===== config.mk =====
export PLATFORM = sky130hd
export DESIGN_NAME = gf180mcu_fd_sc_mcu9t5v0__dffq_pipe
export DESIGN_NICKNAME = d
export VERILOG_FILES = /design/src/rtl/gf180mcu_fd_sc_mcu9t5v0__dffq_pipe.sv
export SDC_FILE = /design/constraint.sdc
export NUM_CORES = 1
export LEC_CHECK = 0
export BUFFER_PORTS_ARGS = -buffer_cell sky130_fd_sc_hd__buf_4
export CORE_MARGIN = 2
export CORE_UTILIZATION = 46
export CTS_BUF_LIST = sky130_fd_sc_hd__clkbuf_8
export CTS_CLUSTER_SIZE = 20
export DETAILED_ROUTE_END_ITERATION = 10
export HOLD_SLACK_MARGIN = 0.05
export PLACE_DENSITY = 0.73
export SLEW_MARGIN = 10
export SYNTH_ARGS = -nofsm -noshare
export SYNTH_HDL_FRONTEND = slang
export SYNTH_HIERARCHICAL = 1
export SYNTH_SLANG_ARGS = --single-unit

===== constraint.sdc =====
create_clock -name CLK -period 2.45 [get_ports CLK]
set_input_delay 0.245 -clock CLK [delete_from_list [all_inputs] [get_ports CLK]]
set_output_delay 0.245 -clock CLK [all_outputs]
set_load 0.005 [all_outputs]

===== src/rtl/gf180mcu_fd_sc_mcu9t5v0__dffq_pipe.sv =====
// Enabled register pipeline with per-stage valid, data gating, flush and occupancy count.
// Optional scan chain: define GF180MCU_FD_SC_MCU9T5V0__DFFQ_PIPE_SCAN_EN.

module gf180mcu_fd_sc_mcu9t5v0__dffq_pipe_stage #(
  parameter int WIDTH = 8
) (
  input  logic             CLK,
  input  logic             RN,
`ifdef GF180MCU_FD_SC_MCU9T5V0__DFFQ_PIPE_SCAN_EN
  input  logic             se,
  input  logic             si,
`endif
  input  logic             en,
  input  logic             flush,
  input  logic             src_v,
  input  logic [WIDTH-1:0] src_d,
  output logic             v,
  output logic [WIDTH-1:0] dq
);

  always_ff @(posedge CLK or negedge RN) begin
    if (!RN) begin
      dq <= '0;
      v  <= 1'b0;
    end
`ifdef GF180MCU_FD_SC_MCU9T5V0__DFFQ_PIPE_SCAN_EN
    // chain order inside a stage: si -> dq[0] .. dq[WIDTH-1] -> v
    else if (se) begin
      {v, dq} <= {dq, si};
    end
`endif
    else if (flush) begin
      v <= 1'b0;
    end else if (en) begin
      v <= src_v;
      if (src_v) dq <= src_d;
    end
  end

endmodule

module gf180mcu_fd_sc_mcu9t5v0__dffq_pipe #(
  parameter int WIDTH = 8,
  parameter int DEPTH = 3
) (
  input  logic                       CLK,
  input  logic                       RN,
`ifdef GF180MCU_FD_SC_MCU9T5V0__DFFQ_PIPE_SCAN_EN
  input  logic                       SE,
  input  logic                       SI,
  output logic                       SO,
`endif
  input  logic [WIDTH-1:0]           D,
  input  logic                       VLD_IN,
  input  logic                       EN,
  input  logic                       FLUSH,
  output logic [WIDTH-1:0]           Q,
  output logic                       VLD_OUT,
  output logic [$clog2(DEPTH+1)-1:0] CNT
);

  localparam int CW = $clog2(DEPTH+1);

  // index 0 is the pipe input, index k+1 is the output of stage k
  logic [DEPTH:0]            vld_pipe;
  logic [DEPTH:0][WIDTH-1:0] dat_pipe;

  assign vld_pipe[0] = VLD_IN;
  assign dat_pipe[0] = D;

`ifdef GF180MCU_FD_SC_MCU9T5V0__DFFQ_PIPE_SCAN_EN
  logic [DEPTH-1:0] scan_in;

  always_comb begin
    scan_in    = vld_pipe[DEPTH-1:0];
    scan_in[0] = SI;
  end

  assign SO = vld_pipe[DEPTH];
`endif

  gf180mcu_fd_sc_mcu9t5v0__dffq_pipe_stage #(.WIDTH(WIDTH)) u_stage [DEPTH-1:0] (
    .CLK   (CLK),
    .RN    (RN),
`ifdef GF180MCU_FD_SC_MCU9T5V0__DFFQ_PIPE_SCAN_EN
    .se    (SE),
    .si    (scan_in),
`endif
    .en    (EN),
    .flush (FLUSH),
    .src_v (vld_pipe[DEPTH-1:0]),
    .src_d (dat_pipe[DEPTH-1:0]),
    .v     (vld_pipe[DEPTH:1]),
    .dq    (dat_pipe[DEPTH:1])
  );

  assign Q       = dat_pipe[DEPTH];
  assign VLD_OUT = vld_pipe[DEPTH];

  always_comb begin
    CNT = '0;
    for (int k = 1; k <= DEPTH; k++) CNT = CNT + CW'(vld_pipe[k]);
  end

endmodule


; After elaboration in Yosys (flattened, before gate mapping)
; Cells that the tools add are included.
[classes]
addsub = 2
n_reduce_logical = 4
mux = 6
n_bitwise = 1
[ops]
columns = op, n
row1 = $reduce_and 3->1, 3
row2 = $mux 1, 6
row3 = $add 1x1->2, 1
row4 = $add 2x1->2, 1
row5 = $reduce_bool 2->1, 1
row6 = $not 1->1, 1
[word_totals]
input_bits = 13
regBits = 27
word_cells = 19
output_inout_bits = 11

; Logic depth before layout (Yosys ltp)
; Gate-level depths: netlist of the first run.
[depth]
ltp_word = 2
mapped_depth = 2
mapped_depth_nobuf = 2

; Modules after synthesis
; Netlist of the first run, hierarchy kept.
[by_module_without_submodules]
columns = mod, cells_per_inst, area_per_inst_um2, n_inst, seq_area_each_um2
row1 = gf180mcu_fd_sc_mcu9t5v0__dffq_pipe_stage, 20, 349.1, 3, 225.2
row2 = gf180mcu_fd_sc_mcu9t5v0__dffq_pipe, 1, 20.0, 1, 0.0

; Worst setup path after synthesis of the first run
; No wires, ideal clock.
[synth_path]
path_type = register to output
from = register u_stage[2].v
to = output CNT[0]
path_slack_ns = 1.258
t_arrival_ns = 0.947
path_stages_with_launch = 2
n_path_buf = 0
path_cell_list = dfrtp_1 -> fa_1
[synth_between]
elab_chain_cells = 1
[synth_rtl]
columns = element, line_no
row1 = start: declaration, 17  ; output logic v,
row2 = start signal: assignment, 35  ; v <= src_v;
row3 = $add 2x1->2, 102  ; for (int k = 1; k <= DEPTH; k++) CNT = CNT + CW'(vld_pipe[k]);
row4 = end: declaration, 59  ; output logic [$clog2(DEPTH+1)-1:0] CNT
; Every way passes these cells.

; Final worst setup path of the first run
[layout_path]
from = register u_stage[0].v
to = output CNT[0]
[layout_between]
elab_chain_cells = 2
[layout_rtl]
columns = element, line_no
row1 = start: declaration, 17
row2 = start signal: assignment, 35
row3 = $add 1x1->2, 102
row4 = $add 2x1->2, 102
; Every way passes these cells.

==> summary.txt, run 1 <==
Status: completed
Drt first-iter violations: 1
Clock sinks: 27
WL final: 1600 um
DR WL/cell: 13.7 um
RSZ-0062 raised after global routing: false
Synthesized-area fraction occupied by adder cells: 1.88%
Initial antenna violation count: 0
Synth Area in Compound Gates: 0%
Critical path endpoint category: output port
DR vias: 588
Mapped Nets: 75
Max cap viols: 0
Postcts setup bufs: 0
Synth Flop Type: dfrtp_1
Average size of a mapped cell: 17.5 um^2
Crit path max fanout: 4
DIE WIDTH: 52.2 um
Flops & latches, synth: 27
Multiplexer area fraction after synthesis: 28.1%
Setup TNS: 0 ps
GPL Wtd Cong: 0.718
Area of the multi-input gates: 392 um^2
Worst hold path class: input pin to register
Fillers: 191
LEAKAGE: 0.689 nW
Vias in the first global route: 603
Crit path capture: CNT[0]
GRT met3 Usage: 2.57%
First-pass GRT wire length: 2660 um
Switching part of the total: 23.0%
Type of origin of the critical path: register
DRT Pass-1 Iters: 2
IO Pins: 24
Period utilisation layout: 65.2%
Final critical-path required period: 1600 ps
N_diodes: 0
Area contributors post-synth: dfrtp_1 (63%), mux2_2 (25%), nand3b_4 (5.6%), mux2i_1 (2.8%), fa_1 (1.9%)
Layout cells sized above 1: 60.7%
XOR/XNOR Fraction of Synth Area: 0%
Setup WS post-layout: 853 ps
R2R setup slack: 1350 ps
Critical Path Start: u_stage[0]/v$_DFFE_PN0P_
Max Clock Skew: 5.47 ps
GRT Util Overall: 14.0%
Synth Instances: 61
Final setup viols: 0
Via density: 5.03
Register area share after synthesis: 63.3%
Gate power share: 18.6%
Synth-to-layout area growth: 25.0%
Launch point of the worst reg-to-reg path: u_stage[0]/v$_DFFE_PN0P_
Root Buffer: clkbuf_8
Post-synth top area cell: dfrtp_1
Core box area: 2210 um^2
FF-to-FF path depth: 2
Top post-synthesis cells by count: dfrtp_1 (27), mux2_2 (24), mux2i_1 (3), nand3b_4 (3), nor2_1 (3)
Seq pwr share: 57.8%
Clock slew at reported path FFs: 80 ps
Area share of the largest cell type after synthesis: 63.3%
Post-Place Setup Slack: 1130 ps
Reg2Reg Capture Point: u_stage[1]/dq[6]$_DFFE_PN0P_
Most common cell in the netlist: dfrtp_1
I/O Buffers: 23
Clk pwr share: 23.6%
Worst slew pin tran: 335 ps
DP Wirelength: 1190 um
Final #Nets: 104
Synthesized area: 1070 um^2
WP data required: 2200 ps
Max stage delay on crit path: 530 ps
Num CTS Buffers: 3
Maximum number of pins on one net before global-route repair: 28
PD cells: 776 nW/um^2
Crit path cell chain: fa_1 -> buf_4
H-tree depth: 1
Slowest CP cell: fa_1
Post-route ant nets: 0
CTS Buffer Depth: 2
Num rows: 17
CTS tree: done
Area of the die: 2720 um^2
WP data arrival: 1350 ps
Simple-Gate Fraction of Synth Area: 6.68%
Global route overflow: 0
Number of distinct library cells after synthesis: 6
Initial Util: 48.2%
Max Clk Rate: 626 MHz
Largest family of logic cells by synthesized area: multiplexers
DR DRC count: 0
Pins Over Slew Limit: 0
Die height: 52.2 um
Slew HR: 77.7%
Post-synthesis async set-or-reset flop share: 100%
Setup CP Type: register to output port
Synth warnings: 6
M1 GR Usage: 17.1%
Internal: 0.797 mW
Post-synth EDFFs: 0
Routing usage on met2: 24.1%
Net Switching: 0.237 mW
Final hold vios: 0
Max IR drop VDD: 508 uV
Most used routing layer: met2
FF/Latch Area: 676 um^2
Later-pin clock latency in the skew report: 260 ps
[critical path, delay by kind of cell, from the launching register on]
| kind | cells | cell delay, ps |
|---|---|---|
| buffers and inverters | 1 | 110 |
| DFF | 1 | 450 |
| adders and majority gates | 1 | 530 |
[timing repair]
item,CTS,global route
setup endpoints to repair,0,0
hold buffers,1,0
endpoints found under the hold margin,27,0
resized for setup,0,0
[placed cells by master, fill, tap and decap left out]
cell type	n
clkbuf_8	3
clkinvlp_4	1
nand3b_4	3
nor2_1	3
fa_1	1
mux2_2	24
dfrtp_1	27
dlygate4sd3_1	1
buf_4	23
mux2i_1	3
[cells by family (layout without fill, tap and decap cells)]
group         count (synthesis)  in the layout
fa+ha+maj                     1              1
simple gates                  6              6
mux                          27             27
buf+inv                       0             28
flops                        27             27
[power by group through the flow]
stage               registers [mW]  clock network [mW]  logic (mW)
floorplan                    0.599                   0       0.103
global placement             0.603                   0       0.186
detailed placement           0.611                   0       0.196
CTS                          0.601               0.256       0.197
global route                 0.615               0.269       0.211
finish                       0.598               0.244       0.193
[registers in the layout, indices dropped and copies added (netlist names)]
name        cells
u_stage/v       3
u_stage/dq     24
[routing by layer]
layer | vias to the layer above | part of all wire, %
li1 | 272 | -
met1 | 306 | 43
met2 | 8 | 53
met3 | 2 | 2.9
met4 | 0 | 0.87
met5 | - | 0
[per-stage QoR]
| step | util, % | hold slack (ps) | total power, mW | instance area [um^2] | instances |
|---|---|---|---|---|---|
| CTS | 60.3 | 164 | 1.05 | 1330 | 117 |
| global placement | 57.6 | 168 | 0.789 | 1270 | 112 |
| detailed placement | 57.6 | 172 | 0.806 | 1270 | 112 |
| global route | 60.3 | 172 | 1.10 | 1330 | 117 |
| finish | 60.3 | 173 | 1.03 | 1330 | 117 |
| floorplan | - | -50.6 | 0.702 | 1070 | 61 |
[cell type report]
cell class / count / share of cell area [%]
clock buffers: 3 / 3.10
flip-flops and latches: 27 / 50.7
clock inverters: 1 / 0.563
multi-input cells: 34 / 29.4
well taps: 28 / 2.63
repair buffers: 24 / 13.7
[worst min path at each step]
| stage | from | to | cells past startpoint |
|---|---|---|---|
| 6_report | FLUSH | u_stage[0]/v$_DFFE_PN0P_ | 2 |
| 3_5_place_dp | RN | u_stage[2]/dq[2]$_DFFE_PN0P_ | 1 |
| 2_1_floorplan | RN | u_stage[0]/dq[0]$_DFFE_PN0P_ | 0 |
| 4_1_cts | FLUSH | u_stage[0]/v$_DFFE_PN0P_ | 2 |
| 3_3_place_gp | RN | u_stage[2]/dq[2]$_DFFE_PN0P_ | 1 |
| 5_1_grt | FLUSH | u_stage[0]/v$_DFFE_PN0P_ | 2 |
No activity file was read; power rests on OpenSTA's default activity.
==> inputs of run 2 (changes only) <==
Settings changed: PLACE_DENSITY 0.73 to 0.75.
Clock period 2.45 ns to 1.4 ns, I/O delays scaled along.
==> summary.txt, run 2 (synthesis gave the netlist of run 1 again) <==
Most flop-heavy register: u_stage/dq (unchanged)
Initial antenna violation count: 0 (unchanged)
GPL Wtd Cong: 0.666 (was 0.718)
Worst hold path class: input pin to register (unchanged)
Post-Layout Cell Count: 119 (was 117)
Max IR drop VDD: 798 uV (was 508 uV)
Critical path endpoint category: output port (unchanged)
Max FFs per register: 24 (unchanged)
Global route overflow: 0 (unchanged)
N_diodes: 0 (unchanged)
Setup WS post-layout: -48.5 ps (was 853 ps)
RSZ-0062 raised after global routing: true (was false)
Die height: 52.2 um (unchanged)
Largest regs: u_stage/dq (24), u_stage/v (3) (unchanged)
Failing checks: negative setup slack
Later-pin clock latency in the skew report: 260 ps (about the same)
CTS tree: done (unchanged)
DR WL/cell: 13.4 um (was 13.7 um)
Placed cells: 112 (unchanged)
LEAKAGE: 0.702 nW (was 0.689 nW)
Metal-1 WL: 660 um (was 690 um)
Synth-to-layout area growth: 26.3% (was 25.0%)
Post-route ant nets: 0 (unchanged)
First-pass GRT wire length: 2810 um (was 2660 um)
Final critical-path required period: 1450 ps
Met3 Wirelength: 74 um (was 47 um)
Max Clk Rate: 690 MHz
Num rows: 17 (unchanged)
I/O Buffers: 23 (unchanged)
DR WL met2: 854 um (was 849 um)
Post-Place Setup Slack: 203 ps (was 1130 ps)
Via density: 5.03 (about the same)
Status: complete, but fails checks (was completed)
Layout cells sized above 1: 62.6% (was 60.7%)
H-tree depth: 1 (unchanged)
WL final: 1600 um (about the same)
WP data arrival: 1310 ps (was 1350 ps)
Clock sinks: 27 (unchanged)
Root Buffer: clkbuf_8 (unchanged)
Type of origin of the critical path: register (unchanged)
Top layer used by detailed routing: met4 (unchanged)
IO Pins: 24 (unchanged)
Crit path max fanout: 2 (was 4)
Drt first-iter violations: 1 (unchanged)
DR vias: 598 (was 588)
FF-to-FF path depth: 3 (was 2)
Clock slew at reported path FFs: 80 ps (about the same)
DRT Pass-1 Iters: 3 (was 2)
Setup CP Type: register to output port (unchanged)
DIE WIDTH: 52.2 um (unchanged)
Final setup viols: 1 (was 0)
Num CTS Buffers: 3 (unchanged)
Period utilisation layout: 103%
Area of the die: 2720 um^2 (unchanged)
DR DRC count: 0 (unchanged)
PD cells: 1330 nW/um^2 (was 776 nW/um^2)
Max Clock Skew: 2.90 ps (was 5.47 ps)
Hold Crit Depth: 2 (unchanged)
Maximum number of pins on one net before global-route repair: 28 (unchanged)
WP data required: 1260 ps (was 2200 ps)
Most frequent cells in the layout: buf_4 (25), dfrtp_1 (25), mux2_2 (24) (was dfrtp_1 (27), mux2_2 (24), buf_4 (23))
CTS Buffer Depth: 2 (unchanged)
Vias in the first global route: 650 (was 603)
Core box area: 2210 um^2 (unchanged)
Worst slew pin tran: 328 ps (was 335 ps)
Initial Util: 48.2% (unchanged)
Final #Nets: 106 (was 104)
Final hold vios: 0 (unchanged)
Pins Over Slew Limit: 0 (unchanged)
GRT Util Overall: 14.5% (was 14.0%)
Slew HR: 78.1% (was 77.7%)
Max cap viols: 0 (unchanged)
-- run 2: per-layer routing --
metal	track usage, %	vias to the layer above
met4	5.13	0
met3	2.57	2
met1	17.5	307
met2	25.9	14
li1	-	275
met5	0	-
-- run 2: final timing paths --
check / from / endpoint / slack [ps]
max reg2reg: u_stage[0]/v$_DFFE_PN0P_ / u_stage[1]/dq[4]$_DFFE_PN0P_ / 210
min reg2reg: u_stage[1]/dq[6]$_DFFE_PN0P_ / u_stage[1]/dq[6]$_DFFE_PN0P_ / 510
max: u_stage[2]/v$_DFFE_PN0P_ / CNT[0] / -50
max in group asynchronous: RN / u_stage[1]/v$_DFFE_PN0P_ / 810
min in group asynchronous: RN / u_stage[2]/dq[0]$_DFFE_PN0P_ / 320
min: FLUSH / u_stage[0]/v$_DFFE_PN0P_ / 70
-- run 2: final cells by class --
cell class | instances | area (um^2)
timing repair buffer | 26 | 198
clock inverter | 1 | 3.75
multi-input combinational | 34 | 392
sequential | 27 | 678
fill | 182 | 865
clock buffer | 3 | 41.3
tap | 28 | 35.0
-- run 2: where the power goes --
group | total, mW | internal [mW] | switching (mW)
Sequential | 1.05 | 0.962 | 0.0835
Clock | 0.403 | 0.196 | 0.208
Combinational | 0.339 | 0.234 | 0.105
Total | 1.79 | 1.39 | 0.396
-- run 2: through the flow --
stage	instance area, um^2	util (%)	power, mW	setup TNS (ps)	hold WS [ps]
floorplan	1070	-	1.23	0	-156
global placement	1270	57.6	1.38	0	63.6
detailed placement	1270	57.6	1.41	0	68.7
CTS	1350	60.9	1.82	-56.4	61.3
global route	1350	60.9	1.91	-119	62.0
finish	1350	60.9	1.79	-48.5	68.1
-- run 2: repair_timing --
item                                    CTS  global route
hold endpoints to repair                 27             0
endpoints found under the setup margin    2             2
setup buffers                             2             0
gates resized for setup                   2             0
hold buffers                              1             0
-- run 2: critical path, cell delays in order, from the launching register on --
cell and delay [ps]:
dfrtp_1 410, fa_1 540, buf_4 100
==> inputs of run 3 (changes only) <==
Settings changed: PLACE_DENSITY 0.75 to 0.7.
Clock period 1.4 ns to 1.5 ns, I/O delays scaled along.
==> summary.txt, run 3 (synthesis gave the netlist of run 1 again) <==
Worst slew pin tran: 331 ps (was 328 ps)
DRT Pass-1 Iters: 3 (unchanged)
Setup CP Type: register to output port (unchanged)
RSZ-0062 raised after global routing: true (unchanged)
Core box area: 2210 um^2 (unchanged)
Area of the die: 2720 um^2 (unchanged)
Most frequent cells in the layout: buf_4 (25), dfrtp_1 (25), mux2_2 (24) (unchanged)
Launch point of the worst reg-to-reg path: u_stage[0]/v$_DFFE_PN0P_ (unchanged)
Slowest CP cell: fa_1 (unchanged)
WP data required: 1350 ps (was 1260 ps)
H-tree depth: 1 (unchanged)
Critical path endpoint category: output port (unchanged)
Max IR drop VDD: 828 uV (was 798 uV)
Num CTS Buffers: 3 (unchanged)
Drt first-iter violations: 3 (was 1)
Maximum number of pins on one net before global-route repair: 28 (unchanged)
Pins Over Slew Limit: 0 (unchanged)
CTS tree: done (unchanged)
Post-Place Setup Slack: 270 ps (was 203 ps)
Die height: 52.2 um (unchanged)
Synth-to-layout area growth: 26.3% (unchanged)
DP Wirelength: 1180 um
Crit path cell chain: fa_1 -> buf_4 (unchanged)
Hold path start: FLUSH (unchanged)
N_diodes: 0 (unchanged)
Max Clock Skew: 4.71 ps (was 2.90 ps)
Max FFs per register: 24 (unchanged)
Setup TNS: 0 ps (was -48.5 ps)
CTS Buffer Depth: 2 (unchanged)
Max Clk Rate: 676 MHz
Max stage delay on crit path: 550 ps (was 540 ps)
Final setup viols: 0 (was 1)
Max cap viols: 0 (unchanged)
Final critical-path required period: 1480 ps
Critical Path Start: u_stage[2]/v$_DFFE_PN0P_ (unchanged)
Global route overflow: 0 (unchanged)
DR vias: 602 (was 598)
Status: completed (was complete, but fails checks)
Clock slew at reported path FFs: 80 ps (about the same)
Layout cells sized above 1: 62.6% (unchanged)
Initial antenna violation count: 0 (unchanged)
DR DRC count: 0 (unchanged)
Vias in the first global route: 606 (was 650)
DR WL/cell: 14.3 um (was 13.4 um)
Via density: 5.06 (was 5.03)
DIE WIDTH: 52.2 um (unchanged)
Num rows: 17 (unchanged)
Initial Util: 48.2% (unchanged)
WP data arrival: 1330 ps (was 1310 ps)
Period utilisation layout: 98.6%
GPL Wtd Cong: 0.688 (was 0.666)
Type of origin of the critical path: register (unchanged)
Post-route ant nets: 0 (unchanged)
First-pass GRT wire length: 2830 um (was 2810 um)
CP bufs+invs: 1 (unchanged)
Setup WS post-layout: 21.6 ps (was -48.5 ps)
Later-pin clock latency in the skew report: 270 ps (was 260 ps)
Crit-path leading delay family: adder cells (unchanged)
WL final: 1710 um (was 1600 um)
PD cells: 1250 nW/um^2 (was 1330 nW/um^2)
Crit path max fanout: 2 (unchanged)
Worst hold path class: input pin to register (unchanged)
Clock sinks: 27 (unchanged)
Most flop-heavy register: u_stage/dq (unchanged)
Final hold slack: 76.1 ps (was 68.1 ps)
Slew HR: 77.9% (was 78.1%)
Final hold vios: 0 (unchanged)
LEAKAGE: 0.702 nW (unchanged)
GRT Util Overall: 15.1% (was 14.5%)
IO Pins: 24 (unchanged)
Final #Nets: 106 (unchanged)
Largest regs: u_stage/dq (24), u_stage/v (3) (unchanged)
I/O Buffers: 23 (unchanged)
Root Buffer: clkbuf_8 (unchanged)
-- run 3: cell counts in the layout (fill, tap and decap cells not counted) --
Identical to the previous run, type by type.
-- run 3: per-stage QoR --
step	utilization, %	power, mW	instances	instance area (um^2)
after floorplan	-	1.15	61	1070
after global placement	57.6	1.29	112	1270
after detailed placement	57.6	1.31	112	1270
after CTS	60.9	1.71	119	1350
after global routing	60.9	1.80	119	1350
final	60.9	1.68	119	1350
-- run 3: area by class of cell --
| class | instances | area [um^2] |
|---|---|---|
| fill | 188 | 865 |
| sequential | 27 | 678 |
| multi-input combinational | 34 | 392 |
| timing repair buffer | 26 | 198 |
| clock buffer | 3 | 41.3 |
| tap | 28 | 35.0 |
| clock inverter | 1 | 3.75 |
-- run 3: worst paths after layout --
kind | endpoint | slack [ps] | depth (start not counted)
min | u_stage[1]/v$_DFFE_PN0P_ | 80 | 2
max in group asynchronous | u_stage[1]/v$_DFFE_PN0P_ | 910 | 2
min reg2reg | u_stage[1]/dq[1]$_DFFE_PN0P_ | 500 | 1
max | CNT[0] | 20 | 2
min in group asynchronous | u_stage[0]/dq[2]$_DFFE_PN0P_ | 320 | 2
max reg2reg | u_stage[1]/dq[2]$_DFFE_PN0P_ | 340 | 3
-- run 3: per-layer routing --
metal / share of wire [%] / track usage, % / wire length (um)
met1: 40 / 17.3 / 687
met2: 54 / 25.9 / 913
met5: 0 / 0 / 0
met4: 0.94 / 6.41 / 16
met3: 5.2 / 4.57 / 88
-- run 3: what timing repair did --
action | 4_1_cts | 5_1_grt
gates resized for setup | 1 | 1
pin swaps | 0 | 0
gates cloned | 0 | 0
endpoints found under the setup margin | 1 | 1
hold buffers | 1 | 0
hold endpoints to repair | 27 | 0
setup buffers | 2 | 0
-- run 3: where the power goes --
part           internal (mW)  switching, mW  leakage [nW]  total, mW
Sequential             0.898         0.0803         0.338      0.979
Clock                  0.183          0.202        0.0269      0.385
Combinational          0.219         0.0985         0.336      0.317
